--- src/rtl/multi_channel_ext_int_ctrl.sv ---
// rtl/multi_channel_ext_int_ctrl.sv - multi-channel external interrupt detector with per-channel debounce
module multi_channel_ext_int_ctrl #(
    parameter int NUM_CH           = 4,
    parameter int DEBOUNCE_TIMEOUT = 20,
    parameter int PIN_IDLE_STATE   = 1,
    parameter int SYNC_STAGES      = 2,
    localparam int ID_W            = (NUM_CH > 1) ? $clog2(NUM_CH) : 1
) (
    input  logic                  clk,
    input  logic                  rst,
    input  logic [NUM_CH-1:0]     int_pin,
    input  logic [NUM_CH-1:0]     enable_mask,
    input  logic [2*NUM_CH-1:0]   sense_ctrl,
    input  logic [NUM_CH-1:0]     debounce_en,
    input  logic                  int_ack,
    output logic                  irq,
    output logic [ID_W-1:0]       irq_id,
    output logic [NUM_CH-1:0]     pending
);

    localparam int CNT_W = $clog2(DEBOUNCE_TIMEOUT + 1);
    localparam logic [NUM_CH-1:0] IDLE_VEC = {NUM_CH{(PIN_IDLE_STATE != 0)}};
    localparam logic [CNT_W-1:0] CNT_LAST = CNT_W'(DEBOUNCE_TIMEOUT - 1);

    typedef enum logic {
        ARMED    = 1'b0,
        DEBOUNCE = 1'b1
    } state_t;

    logic [NUM_CH-1:0] sync_q [SYNC_STAGES];
    logic [NUM_CH-1:0] s;
    logic [NUM_CH-1:0] prev_q, prev_d;
    logic [NUM_CH-1:0] pending_q, pending_d;
    logic [NUM_CH-1:0] ev;
    logic [NUM_CH-1:0] ack_vec;
    state_t            state_q [NUM_CH];
    state_t            state_d [NUM_CH];
    logic [CNT_W-1:0]  cnt_q   [NUM_CH];
    logic [CNT_W-1:0]  cnt_d   [NUM_CH];

    assign s       = sync_q[SYNC_STAGES-1];
    assign pending = pending_q;
    assign irq     = |pending_q;

    always_ff @(posedge clk) begin
        if (rst) begin
            for (int j = 0; j < SYNC_STAGES; j++) begin
                sync_q[j] <= IDLE_VEC;
            end
            prev_q    <= IDLE_VEC;
            pending_q <= '0;
            for (int i = 0; i < NUM_CH; i++) begin
                state_q[i] <= ARMED;
                cnt_q[i]   <= '0;
            end
        end else begin
            sync_q[0] <= int_pin;
            for (int j = 1; j < SYNC_STAGES; j++) begin
                sync_q[j] <= sync_q[j-1];
            end
            prev_q    <= prev_d;
            pending_q <= pending_d;
            state_q   <= state_d;
            cnt_q     <= cnt_d;
        end
    end

    always_comb begin
        irq_id = '0;
        for (int i = NUM_CH - 1; i >= 0; i--) begin
            if (pending_q[i]) begin
                irq_id = ID_W'(i);
            end
        end
    end

    always_comb begin
        ack_vec = '0;
        for (int i = 0; i < NUM_CH; i++) begin
            ack_vec[i] = int_ack && pending_q[i] && (irq_id == ID_W'(i));
        end
    end

    always_comb begin
        ev = '0;
        for (int i = 0; i < NUM_CH; i++) begin
            case (sense_ctrl[2*i +: 2])
                2'b00:   ev[i] = ~prev_q[i] & s[i];
                2'b01:   ev[i] = prev_q[i] & ~s[i];
                2'b10:   ev[i] = prev_q[i] ^ s[i];
                default: ev[i] = ~s[i];
            endcase
        end
    end

    // A new detection is OR-ed in after the ack clear so that set wins over ack.
    always_comb begin
        prev_d    = s;
        pending_d = '0;
        for (int i = 0; i < NUM_CH; i++) begin
            state_d[i] = state_q[i];
            cnt_d[i]   = cnt_q[i];
            if (!enable_mask[i]) begin
                state_d[i] = ARMED;
                cnt_d[i]   = '0;
            end else begin
                pending_d[i] = pending_q[i] & ~ack_vec[i];
                case (state_q[i])
                    ARMED: begin
                        if (ev[i]) begin
                            pending_d[i] = 1'b1;
                            if (debounce_en[i] && (sense_ctrl[2*i +: 2] != 2'b11)) begin
                                state_d[i] = DEBOUNCE;
                                cnt_d[i]   = '0;
                            end
                        end
                    end
                    DEBOUNCE: begin
                        // prev is frozen while blind and resynced to s on exit.
                        if (cnt_q[i] == CNT_LAST) begin
                            state_d[i] = ARMED;
                            cnt_d[i]   = '0;
                        end else begin
                            prev_d[i] = prev_q[i];
                            cnt_d[i]  = cnt_q[i] + CNT_W'(1);
                        end
                    end
                    default: begin
                        state_d[i] = ARMED;
                        cnt_d[i]   = '0;
                    end
                endcase
            end
        end
    end

endmodule

--- config.mk ---
export PLATFORM = sky130hd
export DESIGN_NAME = multi_channel_ext_int_ctrl
export DESIGN_NICKNAME = d
export VERILOG_FILES = /design/src/rtl/multi_channel_ext_int_ctrl.sv
export SDC_FILE = /design/constraint.sdc
export NUM_CORES = 1
export LEC_CHECK = 0
export ABC_AREA = 0
export CAP_MARGIN = 10
export CORE_MARGIN = 2
export CORE_UTILIZATION = 49
export CTS_CLUSTER_DIAMETER = 80
export DETAILED_ROUTE_END_ITERATION = 6
export GPL_TIMING_DRIVEN = 0
export HOLD_SLACK_MARGIN = 0.05
export PLACE_DENSITY = 0.85
export SETUP_SLACK_MARGIN = 0.15
export SYNTH_ARGS = -nofsm -noshare
export SYNTH_HDL_FRONTEND = slang
export SYNTH_SLANG_ARGS = --single-unit
--- constraint.sdc ---
create_clock -name clk -period 1.42 [get_ports clk]
set_input_delay 0.284 -clock clk [delete_from_list [all_inputs] [get_ports clk]]
set_output_delay 0.284 -clock clk [all_outputs]
set_load 0.02 [all_outputs]
==> metrics.txt <==
status finished, violations left; failing checks setup timing; total gr overflow 0; PnR worst setup slack -41.5 ps; Syn Nets 279; Unique masters post-synth 51; largest net degree at the start of global routing 13; Setup Crit Path Kind reg2reg; CTS tree done; flops & latches, synth 40; max_cap viols 0; H-Tree Depth 2; GR met3 Demand/Resource 0.0567; drt pass-1 iters 4; top_reg_cell synth dfxtp_1; met1 usage 0.261; Hold EP sync_q[0][5]; Row Count 23; ANT nets after route 0; all-layer global routing usage 0.234; most common cell in the synthesized netlist dfxtp_1; Fillers 259; DRC 0; final hold violations 0; worst slack, placed -428 ps; Vias/cell 5.91; Synth Cell Area 2110 um^2; Yosys Warn Count 0; Reg-to-Reg End cnt_q[8]; Final Max Slew Viols 0; area delta synth->final 49.9%; worst hold margin 409 ps; RSZ-0062 raised after global routing true; first-pass GRT wire length 8.96 mm; Die Y 69.6 um; Post-Syn Instances 244; initial antenna violation count 0; CP arrival 1710 ps; GR met2 Demand/Resource 0.418; setup slack, reg-to-reg -40 ps; Hold Crit Depth 1; CTS root buffer clkbuf_8; clk sinks 40; Initial DRC Count 207; Max Freq 0.684 GHz; nets@finish 333; vias in the first global route 1980; Horiz. Die Dim 69.6 um; Worst Setup End Kind flop; TNS Setup -203 ps; min-delay src sync_q[0][1]; VDD IR max 0.790 mV; Synth top area share 0.380; clock power share 0.409; Min-Delay Path Class reg2reg; Vias 2061; IO Port Bufs 29; leakage power 1.19 nW; share of layout cells above drive strength 1 0.428; critical path cell sequence inv_4, ha_4, mux2_4, a211oi_4, buf_4, o21a_1; Synth area leaders dfxtp_1 38%, ha_1 7.1%, nand2_1 4.1%, a21oi_1 3.8%, o21ai_0 3.3%; Flop pwr share 0.458; Placer Congestion 0.788; core box area 4060 um^2; WL final 6.19 mm; fin crit period 1460 ps; placed cell count 323; CP max-delay cell dfxtp_4; sw frac 0.239; crit-path max FO 3; Placed Area 2520 um^2; Most Used Layer, Global Route met2; total power 2.53 mW; Clock Pin Slew Worst Setup and Hold Paths 80 ps; Finished Cell Area 3160 um^2; Crit path largest cell delay 390 ps; final core utilization 0.778; sequential-to-total area share from yosys stat 0.380; I/O pins 30; clock skew 6.96 ps; Final setup viols 9; total CTS buffers 5; Synth area leader dfxtp_1; DP HPWL 3.25 mm; Die ar. 4840 um^2; initial core utilization 0.519; slew margin rel. 0.722; most frequent cells after synthesis 40 x dfxtp_1, 23 x nand2_1, 17 x inv_1; combinational power share 0.133; PwrDens 800 nW/um^2; R2R depth 6; Finished Layout Cells 349; Cell Int Power 1.92 mW; number of flops mapped to enable cells by yosys 0; Clock Latency Late Sink 300 ps; ANT cells 0; measured slew at the worst slew-check pin 416 ps; Max Root-Sink Buffers 2; Tcrit/Tclk final 1.03; Required @ worst endpoint 1670 ps; Startpoint Class flop; routed len/inst 17.7 um; Sw Pwr 0.604 mW; worst r2r src sync_q[0][6]; asr flop ratio synth 0; syn avg cell area 8.64 um^2
[worst max path at each step]
| stage | from | endpoint | slack (ps) | cells past startpoint |
|---|---|---|---|---|
| 6_report | sync_q[0][6] | cnt_q[8] | -40 | 6 |
| 5_1_grt | sync_q[0][5] | cnt_q[10] | -80 | 6 |
| 4_1_cts | prev_q[1] | cnt_q[10] | -40 | 6 |
| 3_5_place_dp | rst | cnt_q[16] | -430 | 5 |
| 3_3_place_gp | rst | cnt_q[16] | -410 | 5 |
| 2_1_floorplan | prev_q[0] | cnt_q[17] | 140 | 6 |
[critical path, delay by kind of cell, from the launching register on]
family	cells	cell delay (ps)
flip-flops	1	390
adder cells (fa/ha/maj)	1	140
AO/OA/AOI/OAI	2	370
buffers and inverters	2	210
multiplexers	1	290
[final cells by class]
type | instances | area, um^2 | share of cell area
multi-input cells | 183 | 1600 | 0.506
flip-flops and latches | 40 | 857 | 0.271
repair buffers | 47 | 417 | 0.132
clock buffers | 7 | 96.3 | 0.0305
inverters | 18 | 82.6 | 0.0261
well taps | 50 | 62.6 | 0.0198
clock inverters | 1 | 30.0 | 0.00951
plain buffers | 3 | 15.0 | 0.00475
[cells by family (layout without fill, tap and decap cells)]
group / Yosys count / count (layout) / share of synthesized area
AO/OA/AOI/OAI: 74 / 74 / 0.236
XOR/XNOR: 1 / 1 / 0.00416
adder cells (fa/ha/maj): 12 / 12 / 0.0713
buffers and inverters: 21 / 76 / 0.0374
flip-flops: 40 / 40 / 0.380
multiplexers: 6 / 6 / 0.0333
AND/OR/NAND/NOR: 90 / 90 / 0.238
[cell usage in the layout, fill, tap and decap left out, types with 3 or more instances in the layout]
| cell | netlist | final |
|---|---|---|
| a21boi_0 | 4 | 4 |
| a21oi_1 | 16 | 10 |
| a21oi_2 | 0 | 4 |
| buf_4 | 0 | 18 |
| buf_6 | 0 | 3 |
| clkbuf_2 | 0 | 4 |
| clkbuf_8 | 0 | 7 |
| clkdlybuf4s50_1 | 0 | 15 |
| dfxtp_1 | 40 | 19 |
| dfxtp_2 | 0 | 9 |
| dfxtp_4 | 0 | 12 |
| dlygate4sd2_1 | 0 | 6 |
| ha_4 | 0 | 11 |
| inv_1 | 17 | 8 |
| inv_2 | 0 | 5 |
| inv_4 | 0 | 4 |
| nand2_1 | 23 | 16 |
| nand2_2 | 0 | 5 |
| nand2b_1 | 8 | 8 |
| nand3_1 | 3 | 3 |
| nand3b_1 | 9 | 9 |
| nor2_1 | 14 | 10 |
| nor2b_1 | 4 | 4 |
| nor3_1 | 6 | 4 |
| o211ai_1 | 5 | 5 |
| o21a_1 | 3 | 3 |
| o21ai_0 | 14 | 9 |
| o21ai_1 | 7 | 7 |
| o21ai_2 | 0 | 5 |
| or2_2 | 10 | 9 |
[sequential cells by signal, summed over array words and instances (netlist names)]
name,cells
prev_q,4
sync_q,8
cnt_q,20
pending,4
state_q,4
[power groups by stage]
stage / clock network, mW / registers [mW] / logic [mW]
2_1_floorplan: 0 / 1.19 / 0.125
3_3_place_gp: 0 / 1.18 / 0.250
3_5_place_dp: 0 / 1.19 / 0.255
4_1_cts: 1.04 / 1.16 / 0.291
5_1_grt: 1.08 / 1.16 / 0.359
6_report: 1.03 / 1.16 / 0.337
[routing by layer]
layer	part of all wire	wire (um)	vias to the layer above
met5	0	0	-
met4	0.016	100	0
met3	0.042	257	7
met2	0.54	3340	59
met1	0.40	2490	998
li1	-	-	997
[repair_timing]
item                                    CTS  global route
endpoints found under the setup margin   36            38
hold endpoints to repair                  0             0
gates resized for setup                  95            56
pin swaps                                33            20
setup buffers                            12             6
hold buffers                              0             0
(Power assumes the default switching activity.)
